==> src/rtl/audio_vis_pkg.sv <==
// -----------------------------------------------------------------------------
// audio_vis_pkg
// Shared definitions for the framebuffer pixel writer:
//   - fbw_state_e       : writer FSM state encoding
//   - FB_ADDRESS_LENGTH : default framebuffer word-address width
//   - FB_DATA_WIDTH     : default framebuffer word width (1 bit per pixel)
// -----------------------------------------------------------------------------
package audio_vis_pkg;

    localparam int FB_ADDRESS_LENGTH = 14;
    localparam int FB_DATA_WIDTH     = 32;

    typedef enum logic [1:0] {
        ST_IDLE   = 2'd0,
        ST_READ   = 2'd1,
        ST_MODIFY = 2'd2,
        ST_CLEAR  = 2'd3
    } fbw_state_e;

endpackage

==> src/rtl/fb_clear_sequencer.sv <==
// -----------------------------------------------------------------------------
// fb_clear_sequencer
// Address counter for a framebuffer clear sweep. A start strobe begins a sweep
// at address 0; the address then advances one word per cycle up to
// NUM_WORDS-1, after which the sequencer goes idle without wrapping.
// Ports:
//   clk    - clock
//   resetn - asynchronous active-low reset
//   start  - one-cycle strobe beginning a sweep
//   busy   - a sweep is in progress (addr is valid)
//   addr   - current word address of the sweep
//   done   - current addr is the last word of the sweep
// -----------------------------------------------------------------------------
module fb_clear_sequencer
    import audio_vis_pkg::*;
#(
    parameter int ADDRESS_LENGTH = FB_ADDRESS_LENGTH,
    parameter int NUM_WORDS      = 2 ** ADDRESS_LENGTH
) (
    input  logic                      clk,
    input  logic                      resetn,
    input  logic                      start,
    output logic                      busy,
    output logic [ADDRESS_LENGTH-1:0] addr,
    output logic                      done
);

    localparam logic [ADDRESS_LENGTH-1:0] LAST_ADDR = ADDRESS_LENGTH'(NUM_WORDS - 1);

    logic                      busy_q, busy_d;
    logic [ADDRESS_LENGTH-1:0] addr_q, addr_d;

    always_comb begin
        busy_d = busy_q;
        addr_d = addr_q;
        if (start) begin
            busy_d = 1'b1;
            addr_d = '0;
        end else if (busy_q) begin
            if (addr_q == LAST_ADDR) begin
                // Park at 0 rather than wrapping into a second sweep.
                busy_d = 1'b0;
                addr_d = '0;
            end else begin
                addr_d = addr_q + ADDRESS_LENGTH'(1);
            end
        end
    end

    always_ff @(posedge clk or negedge resetn) begin
        if (!resetn) begin
            busy_q <= 1'b0;
            addr_q <= '0;
        end else begin
            busy_q <= busy_d;
            addr_q <= addr_d;
        end
    end

    assign busy = busy_q;
    assign addr = addr_q;
    assign done = busy_q && (addr_q == LAST_ADDR);

endmodule

==> src/rtl/framebuffer_pixel_writer.sv <==
// -----------------------------------------------------------------------------
// framebuffer_pixel_writer
// Sets single pixels in a 1-bit-per-pixel framebuffer held in a BRAM with a
// one-cycle read latency, using a 3-cycle read-modify-write, and can sweep the
// whole framebuffer to zero on request.
// Ports:
//   clk, resetn             - clock, asynchronous active-low reset
//   word_address, bit_offset- pixel location (word + bit within word)
//   word_and_offset_valid   - request strobe, accepted only while in_ready=1
//   in_ready                - writer is idle and can take a request
//   clear_req               - request a full clear (wins over a same-cycle pixel)
//   clear_busy              - clear sweep in progress
//   bram_en/we/addr/din     - BRAM port drive
//   bram_dout               - BRAM read data, valid the cycle after a read
//   dropped                 - sticky: a pixel request was lost
//   pixel_count             - completed pixel writes (only with
//                             FRAMEBUFFER_PIXEL_WRITER_STATS_EN defined)
// Optional feature macro: FRAMEBUFFER_PIXEL_WRITER_STATS_EN
// -----------------------------------------------------------------------------
module framebuffer_pixel_writer
    import audio_vis_pkg::*;
#(
    parameter int ADDRESS_LENGTH = FB_ADDRESS_LENGTH,
    parameter int DATA_WIDTH     = FB_DATA_WIDTH,
    parameter int NUM_WORDS      = 2 ** ADDRESS_LENGTH
) (
    input  logic                      clk,
    input  logic                      resetn,
    input  logic [ADDRESS_LENGTH-1:0] word_address,
    input  logic [4:0]                bit_offset,
    input  logic                      word_and_offset_valid,
    output logic                      in_ready,
    input  logic                      clear_req,
    output logic                      clear_busy,
    output logic                      bram_en,
    output logic                      bram_we,
    output logic [ADDRESS_LENGTH-1:0] bram_addr,
    output logic [DATA_WIDTH-1:0]     bram_din,
    input  logic [DATA_WIDTH-1:0]     bram_dout,
    output logic                      dropped
`ifdef FRAMEBUFFER_PIXEL_WRITER_STATS_EN
    ,
    output logic [31:0]               pixel_count
`endif
);

    fbw_state_e                state_q;
    logic                      in_ready_q;
    logic                      bram_en_q, bram_we_q;
    logic [ADDRESS_LENGTH-1:0] addr_q;
    logic [4:0]                off_q;
    logic                      pending_clear_q;
    logic                      dropped_q;

    logic                      clear_start;
    logic                      seq_busy, seq_done;
    logic [ADDRESS_LENGTH-1:0] seq_addr;
    logic [DATA_WIDTH-1:0]     pixel_mask;

    // A clear begins from IDLE directly, or straight after MODIFY when one was
    // requested during the RMW (latched or arriving in MODIFY itself).
    assign clear_start = ((state_q == ST_IDLE) && clear_req) ||
                         ((state_q == ST_MODIFY) && (pending_clear_q || clear_req));

    fb_clear_sequencer #(
        .ADDRESS_LENGTH (ADDRESS_LENGTH),
        .NUM_WORDS      (NUM_WORDS)
    ) u_clear_seq (
        .clk    (clk),
        .resetn (resetn),
        .start  (clear_start),
        .busy   (seq_busy),
        .addr   (seq_addr),
        .done   (seq_done)
    );

    always_ff @(posedge clk or negedge resetn) begin
        if (!resetn) begin
            state_q         <= ST_IDLE;
            in_ready_q      <= 1'b1;
            bram_en_q       <= 1'b0;
            bram_we_q       <= 1'b0;
            addr_q          <= '0;
            off_q           <= '0;
            pending_clear_q <= 1'b0;
            dropped_q       <= 1'b0;
        end else begin
            // A clear in the same IDLE cycle also costs the pixel.
            if (word_and_offset_valid && (!in_ready_q || clear_req)) begin
                dropped_q <= 1'b1;
            end

            case (state_q)
                ST_IDLE: begin
                    if (clear_req) begin
                        state_q    <= ST_CLEAR;
                        in_ready_q <= 1'b0;
                        bram_en_q  <= 1'b1;
                        bram_we_q  <= 1'b1;
                    end else if (word_and_offset_valid) begin
                        state_q    <= ST_READ;
                        in_ready_q <= 1'b0;
                        bram_en_q  <= 1'b1;
                        bram_we_q  <= 1'b0;
                        addr_q     <= word_address;
                        off_q      <= bit_offset;
                    end
                end
                ST_READ: begin
                    if (clear_req) begin
                        pending_clear_q <= 1'b1;
                    end
                    state_q   <= ST_MODIFY;
                    bram_we_q <= 1'b1;
                end
                ST_MODIFY: begin
                    pending_clear_q <= 1'b0;
                    if (pending_clear_q || clear_req) begin
                        state_q <= ST_CLEAR;
                    end else begin
                        state_q    <= ST_IDLE;
                        in_ready_q <= 1'b1;
                        bram_en_q  <= 1'b0;
                        bram_we_q  <= 1'b0;
                    end
                end
                ST_CLEAR: begin
                    if (seq_done) begin
                        state_q    <= ST_IDLE;
                        in_ready_q <= 1'b1;
                        bram_en_q  <= 1'b0;
                        bram_we_q  <= 1'b0;
                    end
                end
                default: begin
                    state_q    <= ST_IDLE;
                    in_ready_q <= 1'b1;
                    bram_en_q  <= 1'b0;
                    bram_we_q  <= 1'b0;
                end
            endcase
        end
    end

    assign pixel_mask = {{(DATA_WIDTH-1){1'b0}}, 1'b1} << off_q;

    assign in_ready   = in_ready_q;
    assign clear_busy = seq_busy;
    assign bram_en    = bram_en_q;
    assign bram_we    = bram_we_q;
    assign bram_addr  = (state_q == ST_CLEAR) ? seq_addr : addr_q;
    // Read data only exists during MODIFY, so the merge cannot be registered.
    assign bram_din   = (state_q == ST_MODIFY) ? (bram_dout | pixel_mask) : '0;
    assign dropped    = dropped_q;

`ifdef FRAMEBUFFER_PIXEL_WRITER_STATS_EN
    logic [31:0] pixel_count_q, pixel_count_d;

    always_comb begin
        pixel_count_d = pixel_count_q;
        if (clear_start) begin
            pixel_count_d = '0;
        end else if ((state_q == ST_MODIFY) && (pixel_count_q != 32'hFFFF_FFFF)) begin
            pixel_count_d = pixel_count_q + 32'd1;
        end
    end

    always_ff @(posedge clk or negedge resetn) begin
        if (!resetn) begin
            pixel_count_q <= '0;
        end else begin
            pixel_count_q <= pixel_count_d;
        end
    end

    assign pixel_count = pixel_count_q;
`endif

endmodule
==> config.mk <==
export PLATFORM = sky130hd
export DESIGN_NAME = framebuffer_pixel_writer
export DESIGN_NICKNAME = d
export VERILOG_FILES = /design/src/rtl/audio_vis_pkg.sv /design/src/rtl/fb_clear_sequencer.sv /design/src/rtl/framebuffer_pixel_writer.sv
export SDC_FILE = /design/constraint.sdc
export NUM_CORES = 1
export LEC_CHECK = 0
export ABC_AREA = 1
export CORE_UTILIZATION = 35
export DETAILED_ROUTE_END_ITERATION = 12
export MAX_ROUTING_LAYER = met4
export PLACE_DENSITY_LB_ADDON = 0.1
export SYNTH_ARGS = -nofsm -noshare
export SYNTH_HDL_FRONTEND = slang
export SYNTH_SLANG_ARGS = --single-unit
export TNS_END_PERCENT = 20
==> constraint.sdc <==
create_clock -name clk -period 1.3 [get_ports clk]
set_input_delay 0.13 -clock clk [delete_from_list [all_inputs] [get_ports clk]]
set_output_delay 0.13 -clock clk [all_outputs]
set_load 0.1 [all_outputs]
==> flow_results.xml, run 1 <==
<?xml version="1.0" encoding="UTF-8"?>
<metrics>
  <group name="cells_and_area">
    <metric name="layout.cell_area.non_filler" unit="um2">5594</metric>
    <metric name="layout.core_utilization" unit="%">80.13</metric>
    <metric name="drive_above_1_share" unit="%">46.80</metric>
    <metric name="final.fill_count" unit="">432</metric>
    <metric name="finish.net_count" unit="">555</metric>
    <metric name="area_delta_synth_final" unit="%">116.3</metric>
    <metric name="number_of_antenna_cells_inserted" unit="">0</metric>
  </group>
  <group name="routing">
    <metric name="drt-pass1-iter-count" unit="">4</metric>
    <metric name="route.detailed.drc" unit="">0</metric>
    <metric name="detail-route-antenna-nets" unit="">0</metric>
    <metric name="count_of_vias_placed_by_the_detailed_router" unit="">3016</metric>
    <metric name="drt_iter0_markers" unit="">106</metric>
    <metric name="drt_wl_cell" unit="um">16.04</metric>
    <metric name="drt-vias-per-instance" unit="">5.060</metric>
    <metric name="totalWireLength" unit="um">9562</metric>
  </group>
  <group name="sta">
    <metric name="rsz0062_at_grt" unit="">true</metric>
    <metric name="report.final.hold_viol_count" unit="">0</metric>
    <metric name="finalClockSkew" unit="ps">9.098</metric>
    <metric name="timing_worst_slew_pin_value" unit="ps">296.4</metric>
    <metric name="finalWorstPathRequiredPeriod" unit="ps">1767</metric>
    <metric name="timing.final.crit_share" unit="%">136.0</metric>
    <metric name="slew_headroom" unit="%">80.17</metric>
    <metric name="worst_hold_slack" unit="ps">318.6</metric>
    <metric name="worst_slack" unit="ps">-467.4</metric>
    <metric name="max_clock_freq" unit="GHz">0.5658</metric>
    <metric name="finalSetupViolations" unit="">81</metric>
    <metric name="final_max_slew_viol_count" unit="">0</metric>
  </group>
  <group name="run_status">
    <metric name="failed_checks" unit="">setup timing</metric>
    <metric name="outcome" unit="">complete, but fails checks</metric>
  </group>
  <group name="worst_setup_path">
    <metric name="cp_max_fo" unit="">4</metric>
    <metric name="critical_path_cell_count" unit="">6</metric>
    <metric name="crit_path_max_incr_delay" unit="ps">450</metric>
    <metric name="slowest_stage" unit="">sky130_fd_sc_hd__dfrtp_2</metric>
    <metric name="timing.rr.end" unit="">addr_q[0]$_DFFE_PN0P_</metric>
    <metric name="cp.arrival" unit="ps">1640</metric>
    <metric name="worstSetupStartpointType" unit="">flip-flop</metric>
    <metric name="r2r_setup_slack" unit="ps">-170</metric>
    <metric name="critical_path_buf_inv_count" unit="">3</metric>
    <metric name="worstSetupEndpointType" unit="">output pin</metric>
    <metric name="worstReg2RegStart" unit="">state_q[0]$_DFFE_PN0P_</metric>
    <metric name="required_time_at_the_endpoint_of_the_critical_path" unit="ps">1170</metric>
    <metric name="crit_path_class" unit="">reg -&gt; out</metric>
    <metric name="critical_path.top_delay_family" unit="">flip-flops</metric>
    <metric name="crit_chain" unit="">inv_4 &gt; nor3_4 &gt; buf_6 &gt; a31oi_2 &gt; nor2_4 &gt; buf_12</metric>
    <metric name="r2r_cells" unit="">5</metric>
  </group>
  <group name="placed_design">
    <metric name="dp_hpwl" unit="um">7125</metric>
    <metric name="globalplace.congestion" unit="">0.8733</metric>
    <metric name="dpl_cell_area" unit="um2">5286</metric>
    <metric name="pre_cts_ws" unit="ps">-236.4</metric>
    <metric name="io_buffers" unit="">105</metric>
  </group>
  <group name="power_and_ir_drop">
    <metric name="netSwitchingFraction" unit="%">21.59</metric>
    <metric name="power_switching" unit="W">0.0005691</metric>
    <metric name="clkPwrFrac" unit="%">41.5</metric>
    <metric name="pwr-share-seq" unit="%">48.3</metric>
    <metric name="static-leakage-power" unit="nW">2.362</metric>
    <metric name="p_int" unit="W">0.002067</metric>
    <metric name="combPwrFrac" unit="%">10.2</metric>
    <metric name="fin_total_pwr" unit="W">0.002636</metric>
    <metric name="powerDensity" unit="nW/um2">471.2</metric>
    <metric name="vdd_drop_max" unit="uV">331.9</metric>
  </group>
  <group name="grt">
    <metric name="globalRouteOverflowTotal" unit="">0</metric>
    <metric name="grt_start_max_net_pins" unit="">42</metric>
    <metric name="grt_pass1_wl" unit="um">15400</metric>
    <metric name="first_global_vias" unit="">3073</metric>
    <metric name="antenna_violations_before_repair" unit="">0</metric>
    <metric name="global_route.usage.total" unit="%">26.98</metric>
  </group>
  <group name="yosys">
    <metric name="syn_inst" unit="">341</metric>
    <metric name="top_post_synthesis_cells_by_area" unit="">sky130_fd_sc_hd__dfrtp_1 39%, sky130_fd_sc_hd__nand2_1 9.4%, sky130_fd_sc_hd__inv_1 7.1%</metric>
    <metric name="synth.largest_area_cell" unit="">sky130_fd_sc_hd__dfrtp_1</metric>
    <metric name="post_synth.cell_area_avg" unit="um2">7.584</metric>
    <metric name="synth_sequential_area_ratio" unit="%">39.72</metric>
    <metric name="yosys.area.top_type_share" unit="%">38.70</metric>
    <metric name="total_standard_cell_area_after_synthesis" unit="um2">2586</metric>
    <metric name="ys_ff_latch" unit="">41</metric>
    <metric name="synthFlopType" unit="">sky130_fd_sc_hd__dfrtp_1</metric>
    <metric name="asyncSetResetFlopFracSynth" unit="%">100.0</metric>
    <metric name="synth_net_count" unit="">397</metric>
    <metric name="yosys_warnings" unit="">0</metric>
    <metric name="netlist_top_cells_count" unit="">65 x sky130_fd_sc_hd__nand2_1, 49 x sky130_fd_sc_hd__inv_1, 40 x sky130_fd_sc_hd__dfrtp_1, 35 x sky130_fd_sc_hd__a21oi_1</metric>
    <metric name="synth_enable_flop_cells" unit="">0</metric>
    <metric name="synthDistinctLibCells" unit="">30</metric>
    <metric name="yosys.cell_count.top_type" unit="">sky130_fd_sc_hd__nand2_1</metric>
  </group>
  <group name="floorplanning">
    <metric name="initial_utilization" unit="%">37.04</metric>
    <metric name="pin_count" unit="">106</metric>
    <metric name="overall_die_width" unit="um">87.96</metric>
    <metric name="core_area" unit="um2">6982</metric>
    <metric name="total_die_area" unit="um2">7737</metric>
    <metric name="rows" unit="">30</metric>
    <metric name="die_height" unit="um">87.96</metric>
  </group>
  <group name="flow_run">
    <metric name="maxCapViolations" unit="">0</metric>
  </group>
  <group name="cts">
    <metric name="cts_root_buf" unit="">sky130_fd_sc_hd__clkbuf_8</metric>
    <metric name="cts-htree-levels" unit="">2</metric>
    <metric name="clk_pin_slew" unit="ps">80</metric>
    <metric name="tritoncts_num_sinks" unit="">41</metric>
    <metric name="tritoncts" unit="">built</metric>
    <metric name="insertion_delay" unit="ps">300</metric>
    <metric name="cts_made_buffers" unit="">5</metric>
    <metric name="cts_buffer_depth" unit="">2</metric>
  </group>
  <group name="worst_hold_path">
    <metric name="hold_class" unit="">in -&gt; async</metric>
  </group>
</metrics>
[worst max path at each step]
stage	start	endpoint	slack, ps
final	off_q[0]$_DFFE_PN0P_	bram_din[15]	-470
after global routing	off_q[1]$_DFFE_PN0P_	bram_din[10]	-540
after CTS	off_q[1]$_DFFE_PN0P_	bram_din[29]	-470
after detailed placement	off_q[2]$_DFFE_PN0P_	bram_din[31]	-240
after global placement	off_q[2]$_DFFE_PN0P_	bram_din[15]	-170
after floorplan	off_q[3]$_DFFE_PN0P_	bram_din[17]	-260
[stage by stage]
stage | setup TNS [ps] | cells
2_1_floorplan | -10830 | 341
3_3_place_gp | -6633 | 583
3_5_place_dp | -8676 | 583
4_1_cts | -21800 | 594
5_1_grt | -27970 | 596
6_report | -21980 | 596
[cells by family after synthesis]
kind of cell	Yosys count	synth area share, %
mux	14	7.547
xor+xnor	7	2.371
fa+ha+maj	1	0.4837
simple gates	143	25.79
buf+inv	68	10.30
flops	41	39.72
compound gates	67	13.79
[final cells by class]
| cell class | count | area (um2) | area share, % |
|---|---|---|---|
| inverters | 53 | 214.0 | 3.825 |
| flip-flops and latches | 41 | 1032 | 18.45 |
| well taps | 96 | 120.1 | 2.147 |
| clock inverters | 1 | 30.03 | 0.5368 |
| multi-input cells | 232 | 1938 | 34.65 |
| repair buffers | 166 | 2173 | 38.85 |
| clock buffers | 7 | 86.33 | 1.543 |
[worst register-to-register path, cell delays in order (launching register included)]
cell,delay [ps]
sky130_fd_sc_hd__dfrtp_1,430
sky130_fd_sc_hd__buf_6,140
sky130_fd_sc_hd__nor2_4,160
sky130_fd_sc_hd__nand3_2,130
sky130_fd_sc_hd__buf_12,180
sky130_fd_sc_hd__mux2_4,320
[power groups by stage]
| stage | clock, W | combinational, W | sequential (W) |
|---|---|---|---|
| after global placement | 0 | 0.000257 | 0.00130 |
| final | 0.00109 | 0.000268 | 0.00127 |
| after global routing | 0.00115 | 0.000289 | 0.00127 |
| after CTS | 0.00111 | 0.000267 | 0.00127 |
| after detailed placement | 0 | 0.000261 | 0.00130 |
| after floorplan | 0 | 0.0000517 | 0.00130 |
[repair_timing]
| item | in CTS | in global routing |
|---|---|---|
| hold endpoints to repair | 40 | 0 |
| endpoints found under the setup margin | 83 | 82 |
| hold buffers | 1 | 0 |
| pin swaps | 14 | 15 |
| resized for setup | 38 | 8 |
| setup buffers | 2 | 2 |
[layout by cell type (no fill, tap or decap), types with 2 or more instances in the layout]
cell type	count
sky130_fd_sc_hd__inv_1	45
sky130_fd_sc_hd__dfrtp_1	36
sky130_fd_sc_hd__buf_4	44
sky130_fd_sc_hd__o21ai_1	5
sky130_fd_sc_hd__a21oi_2	2
sky130_fd_sc_hd__buf_6	5
sky130_fd_sc_hd__xor2_1	6
sky130_fd_sc_hd__inv_4	2
sky130_fd_sc_hd__nand3_1	14
sky130_fd_sc_hd__mux2_2	4
sky130_fd_sc_hd__nor2_2	5
sky130_fd_sc_hd__a31oi_4	2
sky130_fd_sc_hd__nor2_1	10
sky130_fd_sc_hd__clkdlybuf4s50_1	53
sky130_fd_sc_hd__nand2_1	47
sky130_fd_sc_hd__inv_2	4
sky130_fd_sc_hd__clkbuf_8	6
sky130_fd_sc_hd__nor3_4	2
sky130_fd_sc_hd__o22ai_1	3
sky130_fd_sc_hd__nand3_4	2
sky130_fd_sc_hd__nand2_2	19
sky130_fd_sc_hd__mux2_4	10
sky130_fd_sc_hd__a21oi_1	9
sky130_fd_sc_hd__a31oi_1	3
sky130_fd_sc_hd__nor2_4	12
sky130_fd_sc_hd__nand4_1	25
sky130_fd_sc_hd__dfrtp_2	4
sky130_fd_sc_hd__nand3_2	4
sky130_fd_sc_hd__clkinv_4	2
sky130_fd_sc_hd__buf_12	62
sky130_fd_sc_hd__o21ai_0	4
sky130_fd_sc_hd__o21ai_4	11
sky130_fd_sc_hd__a21oi_4	26
[state kept, by name, indices dropped and copies added (netlist names)]
| register | flops |
|---|---|
| in_ready | 1 |
| bram_en | 1 |
| off_q | 5 |
| state_q | 2 |
| pending_clear_q | 1 |
| addr_q | 14 |
| dropped | 1 |
| bram_we | 1 |
| u_clear_seq.addr | 14 |
| u_clear_seq.busy | 1 |
[metal layers]
metal	global-route usage (%)	part of all wire, %	wire length (um)	vias to the layer above
li1	-	-	-	1455
met1	33.57	42	3993	1458
met2	44.54	51	4872	90
met3	4.807	5.6	533	13
met4	8.197	1.7	163	0
met5	-	0	0	-
(Power assumes the default switching activity.)
==> inputs of run 2 (changes only) <==
--- a/config.mk
+++ b/config.mk
@@ -6,6 +6,7 @@
 export NUM_CORES = 1
 export LEC_CHECK = 0
 export ABC_AREA = 1
+export CAP_MARGIN = 20
 export CORE_UTILIZATION = 35
 export DETAILED_ROUTE_END_ITERATION = 12
 export MAX_ROUTING_LAYER = met4
==> constraint.sdc (replaced) <==
create_clock -name clk -period 1.71 [get_ports clk]
set_input_delay 0.171 -clock clk [delete_from_list [all_inputs] [get_ports clk]]
set_output_delay 0.171 -clock clk [all_outputs]
set_load 0.1 [all_outputs]
==> run 2 against run 1 <==
The run still ends with setup timing left. Hold slack gained 59 ps. Utilization shrank 10 points. Via count shrank 7.3%. Global-route usage shrank 3.5 points. Clock skew shrank 2.8 ps. Total power shrank 26%. Combinational power shrank 29%. Register-to-register slack gained 310 ps. Clock-buffer cell count shrank 1. Sequential power shrank 24%. Wire length shrank 12%. Critical endpoint is now bram_din[22].
==> flow_results.xml, run 2 (synthesis results as in run 1) <==
<?xml version="1.0" encoding="UTF-8"?>
<metrics>
  <group name="grt">
    <metric name="global_route.usage.total" unit="%">23.50</metric>
    <metric name="grt_start_max_net_pins" unit="">33</metric>
    <metric name="first_global_vias" unit="">2716</metric>
    <metric name="grt_pass1_wl" unit="um">13500</metric>
    <metric name="antenna_violations_before_repair" unit="">0</metric>
    <metric name="globalRouteOverflowTotal" unit="">0</metric>
  </group>
  <group name="worst_setup_path">
    <metric name="cp_max_fo" unit="">7</metric>
    <metric name="worstReg2RegStart" unit="">u_clear_seq.addr[0]$_DFFE_PN0P_</metric>
    <metric name="worstSetupEndpointType" unit="">output pin</metric>
    <metric name="timing.rr.end" unit="">u_clear_seq.addr[1]$_DFFE_PN0P_</metric>
    <metric name="required_time_at_the_endpoint_of_the_critical_path" unit="ps">1540</metric>
    <metric name="worstSetupStartpointType" unit="">flip-flop</metric>
    <metric name="worstSetupStartpoint" unit="">off_q[0]$_DFFE_PN0P_</metric>
    <metric name="r2r_setup_slack" unit="ps">140</metric>
    <metric name="crit_path_class" unit="">reg -&gt; out</metric>
    <metric name="r2r_cells" unit="">9</metric>
    <metric name="cp.arrival" unit="ps">1630</metric>
  </group>
  <group name="floorplanning">
    <metric name="pin_count" unit="">106</metric>
    <metric name="initial_utilization" unit="%">37.04</metric>
    <metric name="overall_die_width" unit="um">87.96</metric>
    <metric name="total_die_area" unit="um2">7737</metric>
    <metric name="core_area" unit="um2">6982</metric>
    <metric name="die_height" unit="um">87.96</metric>
    <metric name="rows" unit="">30</metric>
  </group>
  <group name="power_and_ir_drop">
    <metric name="vdd_drop_max" unit="uV">390.9</metric>
    <metric name="fin_total_pwr" unit="W">0.001950</metric>
    <metric name="powerDensity" unit="nW/um2">399.2</metric>
    <metric name="static-leakage-power" unit="nW">2.087</metric>
  </group>
  <group name="routing">
    <metric name="detail-route-antenna-nets" unit="">0</metric>
    <metric name="highest_layer" unit="">met4</metric>
    <metric name="route.detailed.drc" unit="">0</metric>
    <metric name="drt-pass1-iter-count" unit="">4</metric>
    <metric name="drt_wl_cell" unit="um">15.15</metric>
    <metric name="met2WireLength" unit="um">4056</metric>
    <metric name="drt-met1-wl" unit="um">3820</metric>
    <metric name="drt_iter0_markers" unit="">121</metric>
    <metric name="drt-vias-per-instance" unit="">5.045</metric>
    <metric name="count_of_vias_placed_by_the_detailed_router" unit="">2795</metric>
    <metric name="dr_wl_met3" unit="um">447</metric>
    <metric name="totalWireLength" unit="um">8391</metric>
  </group>
  <group name="cts">
    <metric name="cts_made_buffers" unit="">5</metric>
    <metric name="cts_root_buf" unit="">sky130_fd_sc_hd__clkbuf_8</metric>
    <metric name="tritoncts" unit="">built</metric>
    <metric name="cts_buffer_depth" unit="">2</metric>
    <metric name="cts-htree-levels" unit="">2</metric>
    <metric name="tritoncts_num_sinks" unit="">41</metric>
    <metric name="insertion_delay" unit="ps">290</metric>
    <metric name="clk_pin_slew" unit="ps">80</metric>
  </group>
  <group name="sta">
    <metric name="timing.final.crit_share" unit="%">105.3</metric>
    <metric name="totalNegativeSetupSlack" unit="ps">-980.1</metric>
    <metric name="timing_worst_slew_pin_value" unit="ps">506.9</metric>
    <metric name="finalClockSkew" unit="ps">6.256</metric>
    <metric name="finalWorstPathRequiredPeriod" unit="ps">1801</metric>
    <metric name="worst_hold_slack" unit="ps">377.8</metric>
    <metric name="final_max_slew_viol_count" unit="">0</metric>
    <metric name="slew_headroom" unit="%">66.21</metric>
    <metric name="worst_slack" unit="ps">-91.29</metric>
    <metric name="max_clock_freq" unit="GHz">0.5552</metric>
    <metric name="rsz0062_at_grt" unit="">true</metric>
    <metric name="report.final.hold_viol_count" unit="">0</metric>
    <metric name="finalSetupViolations" unit="">29</metric>
  </group>
  <group name="placed_design">
    <metric name="dp_hpwl" unit="um">6525</metric>
    <metric name="globalplace.congestion" unit="">0.8906</metric>
    <metric name="pre_cts_ws" unit="ps">40.82</metric>
    <metric name="io_buffers" unit="">105</metric>
  </group>
  <group name="flow_run">
    <metric name="maxCapViolations" unit="">0</metric>
  </group>
  <group name="cells_and_area">
    <metric name="layout.core_utilization" unit="%">69.95</metric>
    <metric name="layout.cells.most_common" unit="">sky130_fd_sc_hd__nand2_1</metric>
    <metric name="drive_above_1_share" unit="%">34.72</metric>
    <metric name="final.fill_count" unit="">569</metric>
    <metric name="number_of_antenna_cells_inserted" unit="">0</metric>
    <metric name="layout_common_cells" unit="">64 x sky130_fd_sc_hd__nand2_1, 54 x sky130_fd_sc_hd__buf_12, 53 x sky130_fd_sc_hd__clkdlybuf4s50_1</metric>
    <metric name="finish.net_count" unit="">513</metric>
    <metric name="area_delta_synth_final" unit="%">88.82</metric>
  </group>
  <group name="run_status">
    <metric name="outcome" unit="">complete, but fails checks</metric>
    <metric name="failed_checks" unit="">setup timing</metric>
  </group>
  <group name="worst_hold_path">
    <metric name="hold_class" unit="">in -&gt; async</metric>
  </group>
</metrics>
-- run 2: changes by cell type in the layout (fill, tap and decap cells not counted), moves of 5 or more --
cell                      change
sky130_fd_sc_hd__a21oi_2      +5
sky130_fd_sc_hd__a21oi_4      -5
sky130_fd_sc_hd__buf_12       -8
sky130_fd_sc_hd__buf_4       -31
sky130_fd_sc_hd__nand2_1     +17
sky130_fd_sc_hd__nand2_2     -17
sky130_fd_sc_hd__nor2_1       +6
sky130_fd_sc_hd__nor2_4       -8
sky130_fd_sc_hd__o21ai_2      +7
sky130_fd_sc_hd__o21ai_4      -7
-- run 2: cell type report --
class | count | area (um2) | area share (%)
inverters | 53 | 201.4 | 4.125
well taps | 96 | 120.1 | 2.460
flip-flops and latches | 41 | 1030 | 21.09
repair buffers | 124 | 1747 | 35.77
clock buffers | 6 | 72.57 | 1.486
clock inverters | 2 | 38.79 | 0.7943
multi-input cells | 232 | 1674 | 34.28
-- run 2: worst max-delay path, stage by stage (launching register included) --
cell and delay [ps]:
sky130_fd_sc_hd__dfrtp_1 420, sky130_fd_sc_hd__buf_6 130, sky130_fd_sc_hd__nor2_4 80, sky130_fd_sc_hd__buf_6 130
sky130_fd_sc_hd__nand4_1 170, sky130_fd_sc_hd__a21oi_4 220, sky130_fd_sc_hd__buf_12 190
-- run 2: stage by stage --
step | instances | cell area (um2)
after floorplan | 341 | 2933
after global placement | 544 | 4707
after detailed placement | 544 | 4707
after CTS | 553 | 4835
after global routing | 554 | 4883
final | 554 | 4883
-- run 2: routing by layer --
metal | vias up | global-route usage (%)
met1 | 1327 | 30.75
met4 | 0 | 4.769
li1 | 1368 | -
met3 | 7 | 3.299
met5 | - | -
met2 | 93 | 38.76
-- run 2: repair_timing --
| action | 4_1_cts | 5_1_grt |
|---|---|---|
| hold buffers | 1 | 0 |
| setup endpoints to repair | 43 | 50 |
| pin swaps | 0 | 2 |
| resized for setup | 5 | 12 |
| hold endpoints to repair | 18 | 0 |
| setup buffers | 0 | 1 |
| gates cloned | 0 | 0 |
-- run 2: how the worst max path moves through the flow --
| stage | endpoint | slack, ps | cells after the start |
|---|---|---|---|
| floorplan | bram_din[7] | -270 | 5 |
| finish | bram_din[22] | -90 | 6 |
| CTS | bram_din[22] | -90 | 6 |
| global placement | u_clear_seq.addr[1]$_DFFE_PN0P_ | 190 | 9 |
| detailed placement | u_clear_seq.addr[5]$_DFFE_PN0P_ | 40 | 6 |
| global route | bram_din[22] | -170 | 6 |
-- run 2: report_power, final --
| part | leakage (nW) | switching [W] | total (W) | internal, W |
|---|---|---|---|---|
| Sequential | 0.502 | 0.0000000000000000000586 | 0.000969 | 0.000969 |
| Clock | 0.0554 | 0.000352 | 0.000791 | 0.000439 |
| Combinational | 1.53 | 0.0000695 | 0.000190 | 0.000121 |
